$ cat src/rtl/pc_trace_monitor.sv
// Run controller and circular execution-trace buffer for the DataPath.
// Captures fetch-side state each enabled cycle; halts after a cycle limit.
module pc_trace_monitor #(
  parameter int ADDR_WIDTH  = 32,
  parameter int INSTR_WIDTH = 32,
  parameter int DEPTH       = 16,
  parameter int CNT_WIDTH   = 16,
  parameter int CYCLE_LIMIT = 20
) (
  input  logic                   clock,
  input  logic                   resetN,
  input  logic                   enable,
  input  logic                   restart,
  input  logic                   wrapMode,
  input  logic [ADDR_WIDTH-1:0]  pcQ,
  input  logic [ADDR_WIDTH-1:0]  pcD,
  input  logic [INSTR_WIDTH-1:0] instruction,
  input  logic                   regWriteEnable,
  output logic                   halt,
  output logic [CNT_WIDTH-1:0]   cycleCount,
  output logic [$clog2(DEPTH):0] entryCount,
  output logic                   overflow,
  output logic                   readValid,
  input  logic                   readReady,
  output logic [CNT_WIDTH-1:0]   readCycle,
  output logic [ADDR_WIDTH-1:0]  readPc,
  output logic [ADDR_WIDTH-1:0]  readPcNext,
  output logic [INSTR_WIDTH-1:0] readInstr,
  output logic                   readRegWrite
);

  localparam int PW = $clog2(DEPTH);
  localparam int EW = PW + 1;

  typedef struct packed {
    logic [CNT_WIDTH-1:0]   cyc;
    logic [ADDR_WIDTH-1:0]  pc;
    logic [ADDR_WIDTH-1:0]  pcNext;
    logic [INSTR_WIDTH-1:0] instr;
    logic                   regWrite;
  } entry_t;

  typedef enum logic {RUN, HALTED} state_t;

  state_t         state;
  state_t         stateNext;
  entry_t         mem [DEPTH];
  logic [PW-1:0]  head;
  logic [PW-1:0]  tail;
  logic [EW-1:0]  count;
  logic [EW-1:0]  countNext;
  logic [CNT_WIDTH-1:0] cycCnt;
  logic           ovf;
  logic           full;
  logic           push;
  logic           pop;
  logic           atLimit;
  logic           write;
  logic           advHead;
  logic           lost;

  assign full    = (count == EW'(DEPTH));
  assign push    = (state == RUN) && enable;
  assign pop     = (count != '0) && readReady;
  assign atLimit = (CYCLE_LIMIT != 0) &&
                   (cycCnt == CNT_WIDTH'(CYCLE_LIMIT - 1));
  assign write   = push && (!full || pop || wrapMode);
  assign advHead = pop || (push && full && wrapMode);
  assign lost    = push && full && !pop;

  // A full buffer keeps its size on a push unless only a pop happens.
  assign countNext = count
                   + EW'(push && !full)
                   - EW'(pop && !(push && full));

  always_comb begin
    stateNext = state;
    if (restart) begin
      stateNext = RUN;
    end else if (push && atLimit) begin
      stateNext = HALTED;
    end
  end

  always_ff @(posedge clock or negedge resetN) begin
    if (!resetN) begin
      state <= RUN;
    end else begin
      state <= stateNext;
    end
  end

  always_ff @(posedge clock or negedge resetN) begin
    if (!resetN) begin
      for (int i = 0; i < DEPTH; i++) begin
        mem[i] <= '0;
      end
      head   <= '0;
      tail   <= '0;
      count  <= '0;
      cycCnt <= '0;
      ovf    <= 1'b0;
    end else if (restart) begin
      head   <= '0;
      tail   <= '0;
      count  <= '0;
      cycCnt <= '0;
      ovf    <= 1'b0;
    end else begin
      if (write) begin
        mem[tail] <= '{cycCnt, pcQ, pcD,
                       instruction, regWriteEnable};
        tail      <= tail + PW'(1);
      end
      if (advHead) begin
        head <= head + PW'(1);
      end
      if (push) begin
        cycCnt <= cycCnt + CNT_WIDTH'(1);
      end
      if (lost) begin
        ovf <= 1'b1;
      end
      count <= countNext;
    end
  end

  assign halt         = (state == HALTED);
  assign cycleCount   = cycCnt;
  assign entryCount   = count;
  assign overflow     = ovf;
  assign readValid    = (count != '0);
  assign readCycle    = mem[head].cyc;
  assign readPc       = mem[head].pc;
  assign readPcNext   = mem[head].pcNext;
  assign readInstr    = mem[head].instr;
  assign readRegWrite = mem[head].regWrite;

endmodule

$ cat config.mk
export PLATFORM = sky130hd
export DESIGN_NAME = pc_trace_monitor
export DESIGN_NICKNAME = d
export VERILOG_FILES = /design/src/rtl/pc_trace_monitor.sv
export SDC_FILE = /design/constraint.sdc
export NUM_CORES = 2
export LEC_CHECK = 0
export CORE_UTILIZATION = 45
export DETAILED_ROUTE_END_ITERATION = 7
export GPL_TIMING_DRIVEN = 0
export SLEW_MARGIN = 20
export SYNTH_ARGS = -nofsm -noshare
export SYNTH_HDL_FRONTEND = slang
export SYNTH_SLANG_ARGS = --single-unit
export TNS_END_PERCENT = 100
$ cat constraint.sdc
create_clock -name clock -period 7.2 [get_ports clock]
set_clock_uncertainty 0.15 [all_clocks]
set_input_delay 1.08 -clock clock [delete_from_list [all_inputs] [get_ports clock]]
set_output_delay 1.08 -clock clock [all_outputs]
set_load 0.005 [all_outputs]
Word-level counts from Yosys, hierarchy flattened
Cells that the tools add are included.
{"block": "classes", "bitwise": 4, "magnitude_cmp": 3, "n_eq_ne": 2, "add_sub_neg": 5, "n_reduce_logical": 23, "n_mux": 17}
{"op": "$bwmux 1808", "n": 1}
{"op": "$bmux 113 s4", "n": 1}
{"op": "$demux 113 s4", "n": 1}
{"op": "$mux 113", "n": 3}
{"op": "$mux 16", "n": 2}
{"op": "$add 16x1->16 const B", "n": 1}
{"op": "$eq 16x5->1 const B", "n": 1}
{"op": "$mux 4", "n": 4}
{"op": "$ge 5x5->1 const B", "n": 2}
{"op": "$logic_and 1x1->1", "n": 10}
{"op": "$not 4->5", "n": 2}
{"op": "$reduce_bool 2->1", "n": 5}
{"op": "$add 4x1->4 const B", "n": 2}
{"op": "$add 5x1->5", "n": 1}
{"op": "$eq 5x5->1 const B", "n": 1}
{"op": "$lt 5x1->1 const B", "n": 1}
{"op": "$mux 5", "n": 1}
{"op": "$reduce_bool 5->1", "n": 1}
{"op": "$sub 5x1->5", "n": 1}
{"op": "$mux 1", "n": 4}
{"op": "$logic_not 1->1", "n": 3}
{"op": "$logic_or 1x1->1", "n": 3}
{"op": "$not 1->1", "n": 2}
{"op": "$reduce_and 2->1", "n": 1}
{"block": "word_totals", "inputBits": 103, "output_inout_bits": 137, "register_bits": 1839}

Logic depth before layout (Yosys ltp)
{"block": "depth", "word_depth": 7, "ltp_mapped": 14, "ltp_nobuf": 14}

Worst setup path before layout
OpenSTA, ideal clock, no wires.
{"block": "synth_path", "path_kind": "reg-to-output", "startpoint": "register head[0]", "endpoint": "output readCycle[0]", "setup_slack_ns": 4.158, "t_required_ns": 5.970, "path_stages_with_launch": 7, "n_path_buf": 3, "arrival_ns": 1.812, "path_cell_list": "dfrtp_1 -> clkbuf_1 -> clkbuf_1 -> buf_2 -> mux4_2 -> a22oi_1 -> nand2_1"}
{"block": "synth_between", "elab_chain_cells": 4}
{"item": "start: declaration", "line_no": "48", "text": "logic [PW-1:0] head;"}
{"item": "start signal: assignment", "line_no": "116", "text": "head <= head + PW'(1);"}
{"item": "$not 4->5 (implied by the code)", "line_no": "133", "text": "assign readCycle = mem[head].cyc;"}
{"item": "$bmux 113 s4", "line_no": "133"}
{"item": "$mux 113 (2 in series)"}
{"item": "end: declaration", "line_no": "25", "text": "output logic [CNT_WIDTH-1:0] readCycle,"}
Every way passes these cells. The select of a mux whose other input is x is not followed.

Worst setup path in the final report
{"block": "layout_path", "startpoint": "register head[1]", "endpoint": "output readCycle[5]"}
The elaborated chain is that of the path after synthesis.

==> reports/qor.yml <==
rr_worst_depth: 6
grt_usage: 0.237
cp.arrival_ns: 4.94
hold_class: "flop to flop"
clkSlewWorstSetupHoldPaths_ns: 0.06
drive_gt1_frac: 0.501
ys_types: 47
first_iter_violations: 3380
grt_max_degree: 148
fin_area_mm2: 0.0999
numCtsBuffers: 202
grt_pass1_wl_um: 346000
ant_nets: 0
cts_tree: "built"
synth_compound_area_frac: 0.0214
peakVddDrop_uv: 212
cp_max_fo: 10
hold_depth: 1
drc: 0
synth-xor-area-share: 0.00151
h-tree-depth: 4
place_congestion: 0.776
setup_viol: 0
vias: 46813
via_per_inst: 5.67
maxClockFrequency_mhz: 162
ys_seq_area_frac: 0.528
placed_area_mm2: 0.0931
required_ns: 5.97
syn_to_final_growth_pct: 14.7
clk_path_buf_depth: 3
synth_seq_cells: 1839
crit_path_end_kind: "output pin"
clk_latency_ns: 0.84
syn_area_mm2: 0.0871
clock_sinks: 1839
clockRootBuffer: "clkbuf_16"
period_minus_slack_ns: 6.17
drv_slew: 0
die_w_um: 442
synth_fp_nets: 5216
synth_ff_type: "dfrtp_1"
worst_slew_pin_slew_ns: 1.18
timing.slew.headroom: 0.211
nNetsFinal: 5678
crit_type: "flop to output pin"
hold_viol: 0
yosysWarnings: 0
synth-edff-count: 0
powerDensity_mw_per_mm2: 290
io_pins: 240
syn_avg_cell_area_um2: 17.1
synthCells: 5100
rsz0062_at_grt: "no"
wire_per_inst_um: 27.8
initial_core_util: 0.453
cp-start-kind: "flop"
timing.final.crit_share: 0.856
port-buffer-count: 239
finalSetupTns_ns: 0
netlist.area_leader.share: 0.528
grt_antenna_before_repair: 27
netlist_top_cells_area: "dfrtp_1 53%, mux2_4 19%, mux4_2 12%, mux2_2 8.9%, a22oi_1 1.9%"
dp_slack_ns: 1.96
p_leak_uw: 0.0458
cts_resized: 0
core_area_mm2: 0.192
grt_pass1_vias: 50686
drtPass1Iterations: 5
wl_um: 229000
num_rows: 161
hold_ws_ns: 0.350
maxCapViolations: 0
die-area_mm2: 0.195
postLayoutSetupSlackWorst_ns: 1.03
synth.largest_area_cell: "dfrtp_1"
synth.area.mux_share: 0.399
gr-total-overflow: 0
synthAdderAreaFrac: 0.00195
dp_hpwl_um: 152000
die_h_um: 442
status: "finished, final reports clean"
synth_top_family_by_area: "multiplexers"
async_flop_share: 1.00
yosys.area_share.simple: 0.0114
[logic make-up (layout without fill, tap and decap cells)]
kind of cell               Yosys count  after routing
muxes                             2263           2263
other                                0             10
DFF                               1839           1839
and+or+nand+nor                    210            210
buffers and inverters              507           1132
AOI/OAI and AO/OA                  253            253
adders and majority gates           13             13
xor gates and xnor gates            15             15
[worst max-delay path: stages, from the launching register on]
cell and delay, ns:
dfrtp_1 0.35, clkbuf_1 0.15, buf_2 0.84, buf_2 0.57, buf_1 0.83, mux4_2 0.41
a22oi_1 0.26, nand2_1 0.16, clkdlybuf4s50_1 0.48
[Yosys cell counts (all sizes together) (2+ instances only)]
cell type / number
dfrtp: 1839
mux2: 1809
mux4: 452
buf: 284
a22oi: 226
clkbuf: 210
nand2: 122
nor2: 22
and3: 17
a21oi: 13
inv: 13
ha: 12
nand3: 8
nor2b: 8
xor2: 8
xnor2: 7
nand4: 5
o31ai: 4
or4: 4
and2: 3
nor3: 3
nor3b: 3
nor4b: 3
o21ai: 3
a31oi: 2
mux2i: 2
nand2b: 2
nor4: 2
or2: 2
or3: 2
[final cells by class]
type	instances	area (µm²)
plain buffers	494	3100
fillers	15537	92500
flip-flops and latches	1839	46000
clock buffers	309	6010
diodes	10	25.0
repair buffers	258	2890
clock inverters	58	663
multi-input cells	2754	37900
well taps	2526	3160
inverters	13	48.8
[cells in the final DEF, fill, tap and decap left out, types with 4 or more instances in the layout]
cell,n
ha_1,12
mux2_4,1120
buf_1,27
mux4_2,452
xnor2_1,7
nand3_1,8
buf_6,128
nand2_1,122
nor2_1,22
clkbuf_8,51
nor2b_1,8
bufinv_16,9
or4_1,4
nand4_1,5
mux2_2,689
xor2_1,8
and3_1,17
clkbuf_2,12
buf_16,16
clkbuf_1,252
inv_16,4
a21oi_1,11
clkdlybuf4s50_1,238
diode_2,10
clkbuf_16,204
a22oi_1,226
inv_6,5
inv_1,13
buf_8,11
dfrtp_1,1839
clkinv_2,34
buf_2,118
o31ai_1,4
[registers in the layout, summed over array words and instances (netlist names)]
register    flops
head            4
tail            4
entryCount      5
overflow        1
mem          1808
halt            1
cycleCount     16
[timing repair]
item | 4_1_cts | 5_1_grt
hold buffers | 1 | 0
setup buffers | 0 | 0
endpoints found under the hold margin | 72 | 0
[power breakdown]
group,internal (µW),switching (µW)
logic,3420,3250
clock network,6070,4350
registers,11300,549
[routing by layer]
layer  vias to the layer above  global-route usage  routed length (µm)  part of all wire
li1                      19891                   -                   -                 -
met1                     25623               0.337              104000              0.45
met2                       921               0.366              107000              0.47
met3                       366              0.0407                9830             0.043
met4                        12              0.0846                7820             0.034
met5                         -                   0                  85           0.00037
[final timing paths]
kind                       slack [ns]  startpoint           end
setup / recovery                 1.03     head[1]  readCycle[5]
hold / removal                   0.35    mem[579]      mem[579]
setup reg to reg                 3.76     head[1]       head[1]
hold reg to reg                  0.35    mem[579]      mem[579]
max in group asynchronous        3.30      resetN      mem[603]
min in group asynchronous        0.68      resetN       mem[86]
[stage by stage]
stage,cells,total power [µW],utilization
detailed placement,7883,18800,0.484
global placement,7865,18800,0.482
CTS,8251,29300,0.519
floorplan,5100,15800,-
finish,8261,29000,0.519
global route,8257,30100,0.519
Note: power is estimated with default switching activity, not from simulation.
